## config.mk

```make
export PLATFORM = sky130hd
export DESIGN_NAME = uart_rx
export DESIGN_NICKNAME = d
export VERILOG_FILES = /design/src/rtl/uart_rx.sv
export SDC_FILE = /design/constraint.sdc
export NUM_CORES = 1
export LEC_CHECK = 0
export CORE_MARGIN = 3
export CORE_UTILIZATION = 45
export DETAILED_ROUTE_END_ITERATION = 16
export PLACE_DENSITY_LB_ADDON = 0.05
export SETUP_SLACK_MARGIN = 0.3
export SYNTH_ARGS = -nofsm -noshare
export SYNTH_HDL_FRONTEND = slang
export SYNTH_SLANG_ARGS = --single-unit
```

## constraint.sdc

```tcl
create_clock -name clk -period 2 [get_ports clk]
set_input_delay 0.4 -clock clk [delete_from_list [all_inputs] [get_ports clk]]
set_output_delay 0.4 -clock clk [all_outputs]
set_load 0.005 [all_outputs]
```

## src/rtl/uart_rx.sv

```systemverilog
// ---------------------------------------------------------------------------
// uart_rx
//   8N1 serial receiver. Bit timing comes from a shared baud tick running at OS
//   ticks per bit. The start bit is confirmed half a bit after its falling edge.
//   Each data bit and the stop bit are then sampled one full bit period apart.
//   Every one of those samples therefore lands mid-bit.
//
//   state   | meaning
//   --------+-----------------------------------------------------------------
//   S_IDLE  | line idle; counters cleared; waiting for rx_s low
//   S_START | start edge seen; counting to mid-bit to confirm the start bit
//   S_DATA  | sampling 8 data bits, LSB first, one per OS ticks
//   S_STOP  | sampling the stop bit; done on high, frame error on low
//
// Ports
//   clk         system clock
//   rst         asynchronous active-high reset
//   baud_tick   one-clk pulse, OS pulses per bit period
//   rx          serial line, idle high, asynchronous to clk
//   o_rx_data   last correctly received byte
//   o_rx_done   one-clk pulse: o_rx_data holds a new byte
//   o_rx_busy   high from detected start edge until the stop bit is sampled
//   o_frame_err one-clk pulse: stop bit sampled low
// ---------------------------------------------------------------------------
module uart_rx #(
  parameter int OS  = 8,
  parameter int MID = OS / 2 - 1
) (
  input  logic       clk,
  input  logic       rst,
  input  logic       baud_tick,
  input  logic       rx,
  output logic [7:0] o_rx_data,
  output logic       o_rx_done,
  output logic       o_rx_busy,
  output logic       o_frame_err
);

  typedef enum logic [1:0] {
    S_IDLE  = 2'd0,
    S_START = 2'd1,
    S_DATA  = 2'd2,
    S_STOP  = 2'd3
  } state_t;

  localparam logic [3:0] C_MID  = 4'(MID);
  localparam logic [3:0] C_LAST = 4'(OS - 1);

  logic       r_rx_meta;
  logic       r_rx_s;
  state_t     r_state;
  logic [3:0] r_b_cnt;
  logic [2:0] r_d_cnt;
  logic [7:0] r_shift;
  logic [7:0] r_data;
  logic       r_done;
  logic       r_err;

  state_t     w_state_nxt;
  logic [3:0] w_b_cnt_nxt;
  logic [2:0] w_d_cnt_nxt;
  logic [7:0] w_shift_nxt;
  logic [7:0] w_data_nxt;
  logic       w_done_nxt;
  logic       w_err_nxt;

  // The synchroniser resets to 1 (idle line) so that coming out of reset
  // cannot look like a start edge.
  always_ff @(posedge clk or posedge rst) begin
    if (rst) begin
      r_rx_meta <= 1'b1;
      r_rx_s    <= 1'b1;
    end else begin
      r_rx_meta <= rx;
      r_rx_s    <= r_rx_meta;
    end
  end

  always_ff @(posedge clk or posedge rst) begin
    if (rst) begin
      r_state <= S_IDLE;
      r_b_cnt <= '0;
      r_d_cnt <= '0;
      r_shift <= '0;
      r_data  <= '0;
      r_done  <= 1'b0;
      r_err   <= 1'b0;
    end else begin
      r_state <= w_state_nxt;
      r_b_cnt <= w_b_cnt_nxt;
      r_d_cnt <= w_d_cnt_nxt;
      r_shift <= w_shift_nxt;
      r_data  <= w_data_nxt;
      r_done  <= w_done_nxt;
      r_err   <= w_err_nxt;
    end
  end

  always_comb begin
    w_state_nxt = r_state;
    w_b_cnt_nxt = r_b_cnt;
    w_d_cnt_nxt = r_d_cnt;
    w_shift_nxt = r_shift;
    w_data_nxt  = r_data;
    w_done_nxt  = 1'b0;
    w_err_nxt   = 1'b0;

    case (r_state)
      S_IDLE: begin
        w_b_cnt_nxt = '0;
        w_d_cnt_nxt = '0;
        // Level detect, not edge detect. A line held low (break) restarts
        // a frame as soon as the previous one ends.
        if (!r_rx_s) begin
          w_state_nxt = S_START;
        end
      end

      S_START: begin
        if (baud_tick) begin
          if (r_b_cnt == C_MID) begin
            w_b_cnt_nxt = '0;
            w_state_nxt = r_rx_s ? S_IDLE : S_DATA;
          end else begin
            w_b_cnt_nxt = r_b_cnt + 4'd1;
          end
        end
      end

      S_DATA: begin
        if (baud_tick) begin
          if (r_b_cnt == C_LAST) begin
            w_shift_nxt = {r_rx_s, r_shift[7:1]};
            w_b_cnt_nxt = '0;
            w_d_cnt_nxt = r_d_cnt + 3'd1;
            if (r_d_cnt == 3'd7) begin
              w_state_nxt = S_STOP;
            end
          end else begin
            w_b_cnt_nxt = r_b_cnt + 4'd1;
          end
        end
      end

      S_STOP: begin
        if (baud_tick) begin
          if (r_b_cnt == C_LAST) begin
            // Back to idle mid-stop-bit so that a start bit directly after
            // the stop bit is still caught on its edge.
            w_b_cnt_nxt = '0;
            w_state_nxt = S_IDLE;
            if (r_rx_s) begin
              w_data_nxt = r_shift;
              w_done_nxt = 1'b1;
            end else begin
              w_err_nxt  = 1'b1;
            end
          end else begin
            w_b_cnt_nxt = r_b_cnt + 4'd1;
          end
        end
      end

      default: begin
        w_state_nxt = S_IDLE;
      end
    endcase
  end

  assign o_rx_data   = r_data;
  assign o_rx_done   = r_done;
  assign o_frame_err = r_err;
  assign o_rx_busy   = (r_state != S_IDLE);

endmodule

```

Yosys cells after proc, flatten, opt, wreduce, memory -nomap -nowiden
Cells that the tools add are included.
{"block": "totals", "reg_bits": 29, "in_bits": 4, "output_inout_bits": 11, "elab_cells": 61}
{"block": "op_classes", "add_sub_neg": 2, "eq_ne": 15, "mux": 26, "n_reduce_logical": 9}
{"cell": "two-way mux 2 bit", "count": 9}
{"cell": "two-way mux 4 bit", "count": 4}
{"cell": "inequality test 2 bit, second input constant", "count": 8}
{"cell": "case mux 4 bit (3 select lines)", "count": 1}
{"cell": "two-way mux 1 bit", "count": 8}
{"cell": "case mux 2 bit (4 select lines)", "count": 1}
{"cell": "AND reduction 8 bit", "count": 1}
{"cell": "two-way mux 3 bit", "count": 2}
{"cell": "case mux 3 bit (2 select lines)", "count": 1}
{"cell": "AND reduction 3 bit", "count": 2}
{"cell": "adder 4 x 1 -> 4 bit, second input constant", "count": 1}
{"cell": "equality test 2 bit, second input constant", "count": 2}
{"cell": "equality test 4 x 2 -> 1 bit, second input constant", "count": 1}
{"cell": "equality test 4 x 3 -> 1 bit, second input constant", "count": 1}
{"cell": "AND reduction 4 bit", "count": 1}
{"cell": "nonzero test 2 bit", "count": 2}
{"cell": "adder 3 x 1 -> 3 bit, second input constant", "count": 1}
{"cell": "equality test 3 bit, second input constant", "count": 1}
{"cell": "equality test 2 x 1 -> 1 bit, second input constant", "count": 1}
{"cell": "zero test 2 bit", "count": 1}
{"cell": "inequality test 2 x 1 -> 1 bit, second input constant", "count": 1}
{"cell": "AND reduction 2 bit", "count": 1}
{"cell": "OR reduction 2 bit", "count": 1}

Longest topological paths before layout
{"block": "logic_depth", "word_depth": 5, "mapped_depth": 5, "depth_no_buf": 5}

Worst setup path before layout
OpenSTA, ideal clock, no wires.
{"block": "synth_path", "path_kind": "reg-to-reg", "start": "register r_b_cnt[0]", "end": "register r_shift[0]", "setup_ps": 125, "arrival_time_ps": 1491, "t_required_ps": 1875, "slack_ps": 384, "path_stages_with_launch": 5, "path_buffers": 0, "period_less_slack_ps": 1616, "path_cell_list": "dfrtp_1 ha_1 nand2_1 nor4_4 mux2_2"}
{"block": "synth_between", "elab_chain_len": 2}
{"element": "from (decl)", "line_no": "52", "rtl": "logic [3:0] r_b_cnt;"}
{"element": "from (signal assigned)", "line_no": "90", "rtl": "r_b_cnt <= w_b_cnt_nxt;"}
{"element": "equality test 4 x 3 -> 1 bit", "line_no": "132", "rtl": "if (r_b_cnt == C_LAST) begin"}
{"element": "AND reduction 3 bit (no source line)"}
{"element": "to (signal assigned)", "line_no": "92", "rtl": "r_shift <= w_shift_nxt;"}
{"element": "to (decl)", "line_no": "54", "rtl": "logic [7:0] r_shift;"}
Every way passes these cells.
A chain may end at the register's enable or synchronous reset.

Final worst setup path
{"block": "layout_path", "start": "register r_state[0]", "end": "register r_shift[7]"}
{"block": "layout_between", "elab_chain_len": 2}
{"element": "from (decl)", "line_no": "51", "rtl": "state_t r_state;"}
{"element": "from (signal assigned)", "line_no": "89", "rtl": "r_state <= w_state_nxt;"}
{"element": "equality test 2 bit", "line_no": "108", "rtl": "case (r_state)"}
{"element": "AND reduction 3 bit (no source line)"}
Every way passes these cells.

==> results.yml <==
die:
  initial_utilization_pct: 49.5
  core.rowCount: 18
  core-area_mm2: 0.00259
  die_w_um: 59.4
  die_h_um: 59.4
  ios: 15
  dieArea_mm2: 0.00352
global_route:
  grt_usage_pct: 15.9
  antenna_found_initial: 0
  met2_usage_pct: 23.6
  grt_pass1_vias: 869
  grt_use_met1_pct: 20.3
  top_usage_layer: "met2"
  grt_pass1_wl_um: 3960
  grt_overflow: 0
  use_met3_pct: 6.54
  grt_max_degree: 30
sta:
  skew_ps: 17.4
  rsz0062_at_grt: "no"
  max_slew_margin_pct: 76.8
  fin_ws_ps: 356
  final.setup.tns_ps: 0
  finalSetupViolations: 0
  period_needed_ps: 1640
  slew_violations: 0
  finalCritPeriodShare_pct: 82.2
  worst-slew-pin-transition_ps: 348
  fmax_mhz: 608
  hold_viol_final: 0
  holdWs_ps: 360
cts:
  htreeDepth: 2
  clock-sinks: 29
  cts_root_buffer: "clkbuf_4"
  clockBufferDepth: 2
  clock_latency_ps: 320
  clk_pin_slew_ps: 100
  cts_tree: "built"
  cts_buffers: 5
yosys:
  post_synth_num_cell_types: 30
  synth_seq_cells: 29
  syn_nets: 110
  post_synth.cell_area_avg_um2: 12.4
  ys_seq_area_share_pct: 56.8
  ys_warn_count: 0
  syn_area_mm2: 0.00128
  syn_inst: 103
critical_path:
  worst_ep_arrival_time_ps: 1840
  required_ps: 2190
  endpoint_kind: "register"
  cp-start-kind: "register"
  path_cells: "buf_6 -> buf_4 -> nor4_4 -> buf_6 -> mux2_2"
  cp_max_fo: 8
  cp_common_cell: "buf_6"
  critical-path-max-stage-delay_ps: 450
  critPathSlowestCell: "dfrtp_2"
  critical_path_class: "register to register"
  rrSetupSlack_ps: 360
placement:
  placedCellCount: 149
  post-place-ws_ps: 70.8
  port_buffers: 14
  place_congestion: 0.813
  place_hpwl_um: 1550
  dpl-instance-area_mm2: 0.00150
power:
  finalPower_mw: 1.79
  power.density_mw_per_mm2: 1100
  cellLeakagePower_nw: 0.755
  vdd_drop_max_uv: 923
status:
  outcome: "finished, final reports clean"
final_layout:
  fin_nets: 136
  layout_common_cells: "25 x dfrtp_1, 16 x mux2_2, 13 x clkdlybuf4s50_1"
  drive_gt1_share_pct: 33.1
  antenna_cells: 0
  fin_cells: 160
  final_util_pct: 62.8
  final_common_cell: "dfrtp_1"
  syn2layout_area_growth_pct: 26.9
  post-route-cell-area_mm2: 0.00163
route:
  drtAntennaViolNets: 0
  vias: 863
  vias_per_cell: 5.39
  wl_per_cell_um: 14.1
  drc: 0
  drt_iter0_drc: 42
  first_pass_iters: 4
  routed_wirelength_um: 2250
run:
  max-cap-violations: 0
min_path:
  hp-class: "register to register"
## per-layer routing
layer | vias up | share of wire (%)
li1 | 417 | -
met1 | 417 | 47
met2 | 22 | 47
met3 | 7 | 4.5
met4 | 0 | 2.1
met5 | - | 0
## final timing paths
| check | cells past startpoint | endpoint | from |
|---|---|---|---|
| min reg2reg | 0 | r_rx_s | r_rx_meta |
| max reg2reg | 5 | r_shift[7] | r_state[0] |
| max | 5 | r_shift[7] | r_state[0] |
| max in group asynchronous | 3 | r_rx_meta | rst |
| min | 0 | r_rx_s | r_rx_meta |
| min in group asynchronous | 3 | r_d_cnt[1] | rst |
## critical path: cells and delay by family, from the launching register on
family | cells | cell delay, ps
mux | 1 | 330
flops | 1 | 450
buf+inv | 3 | 460
simple gates | 1 | 270
## final cells by class
cell class	instances	area, um2
sequential	29	731
multi-input combinational	64	519
tap	30	37.5
timing repair buffer	24	234
inverter	5	18.8
fill	209	965
clock inverter	1	30.0
clock buffer	7	55.1
## cell families (layout without fill, tap and decap cells)
group / count (synthesis) / in the layout / synth area share, %
AOI/OAI and AO/OA: 15 / 15 / 7.81
xor gates and xnor gates: 1 / 1 / 0.684
adders and majority gates: 3 / 3 / 2.93
buffers and inverters: 10 / 37 / 3.42
DFF: 29 / 29 / 56.8
muxes: 19 / 19 / 16.4
and+or+nand+nor: 26 / 26 / 11.9
## registers in the layout, indices dropped and copies added, names as in the netlist, named ones only
register and count:
o_rx_data 8, r_shift 8, r_b_cnt 4, r_d_cnt 3, o_frame_err 1, o_rx_done 1, r_rx_meta 1, r_rx_s 1
r_state 1
## synth_stat cells
master,number,area share (%)
dfstp_2,2,4.1
a211o_1,1,0.68
nor3b_1,1,0.59
nand4b_1,2,1.4
a211oi_1,1,0.59
buf_2,2,0.78
o22ai_1,1,0.49
nor4_4,1,1.7
and4b_2,1,0.88
a211o_2,1,0.78
xor2_1,1,0.68
dfrtp_1,27,53
nor2_1,5,1.5
mux2_2,16,14
ha_1,3,2.9
buf_4,1,0.59
clkbuf_1,2,0.59
nand3b_1,1,0.59
nand2_1,9,2.6
nor2b_1,2,0.98
nand4_1,1,0.49
o21a_1,1,0.59
nand3_1,1,0.39
nor2_2,1,0.49
a21oi_1,4,1.6
o21ai_0,4,1.6
mux2i_1,3,2.3
a41o_1,2,1.6
nor3_1,1,0.39
inv_1,5,1.5
## report_power, final
part           leakage [nW]  switching (mW)  internal, mW  total (mW)
clock                0.0455           0.188         0.299       0.486
combinational         0.339           0.259         0.253       0.511
sequential            0.370           0.111         0.681       0.793
## repair_timing
action / 4_1_cts / 5_1_grt
resized for setup: 5 / 3
setup buffers: 3 / 0
pin swaps: 1 / 0
hold buffers: 0 / 0
endpoints found under the setup margin: 1 / 16
endpoints found under the hold margin: 0 / 0
(Power assumes the default switching activity.)
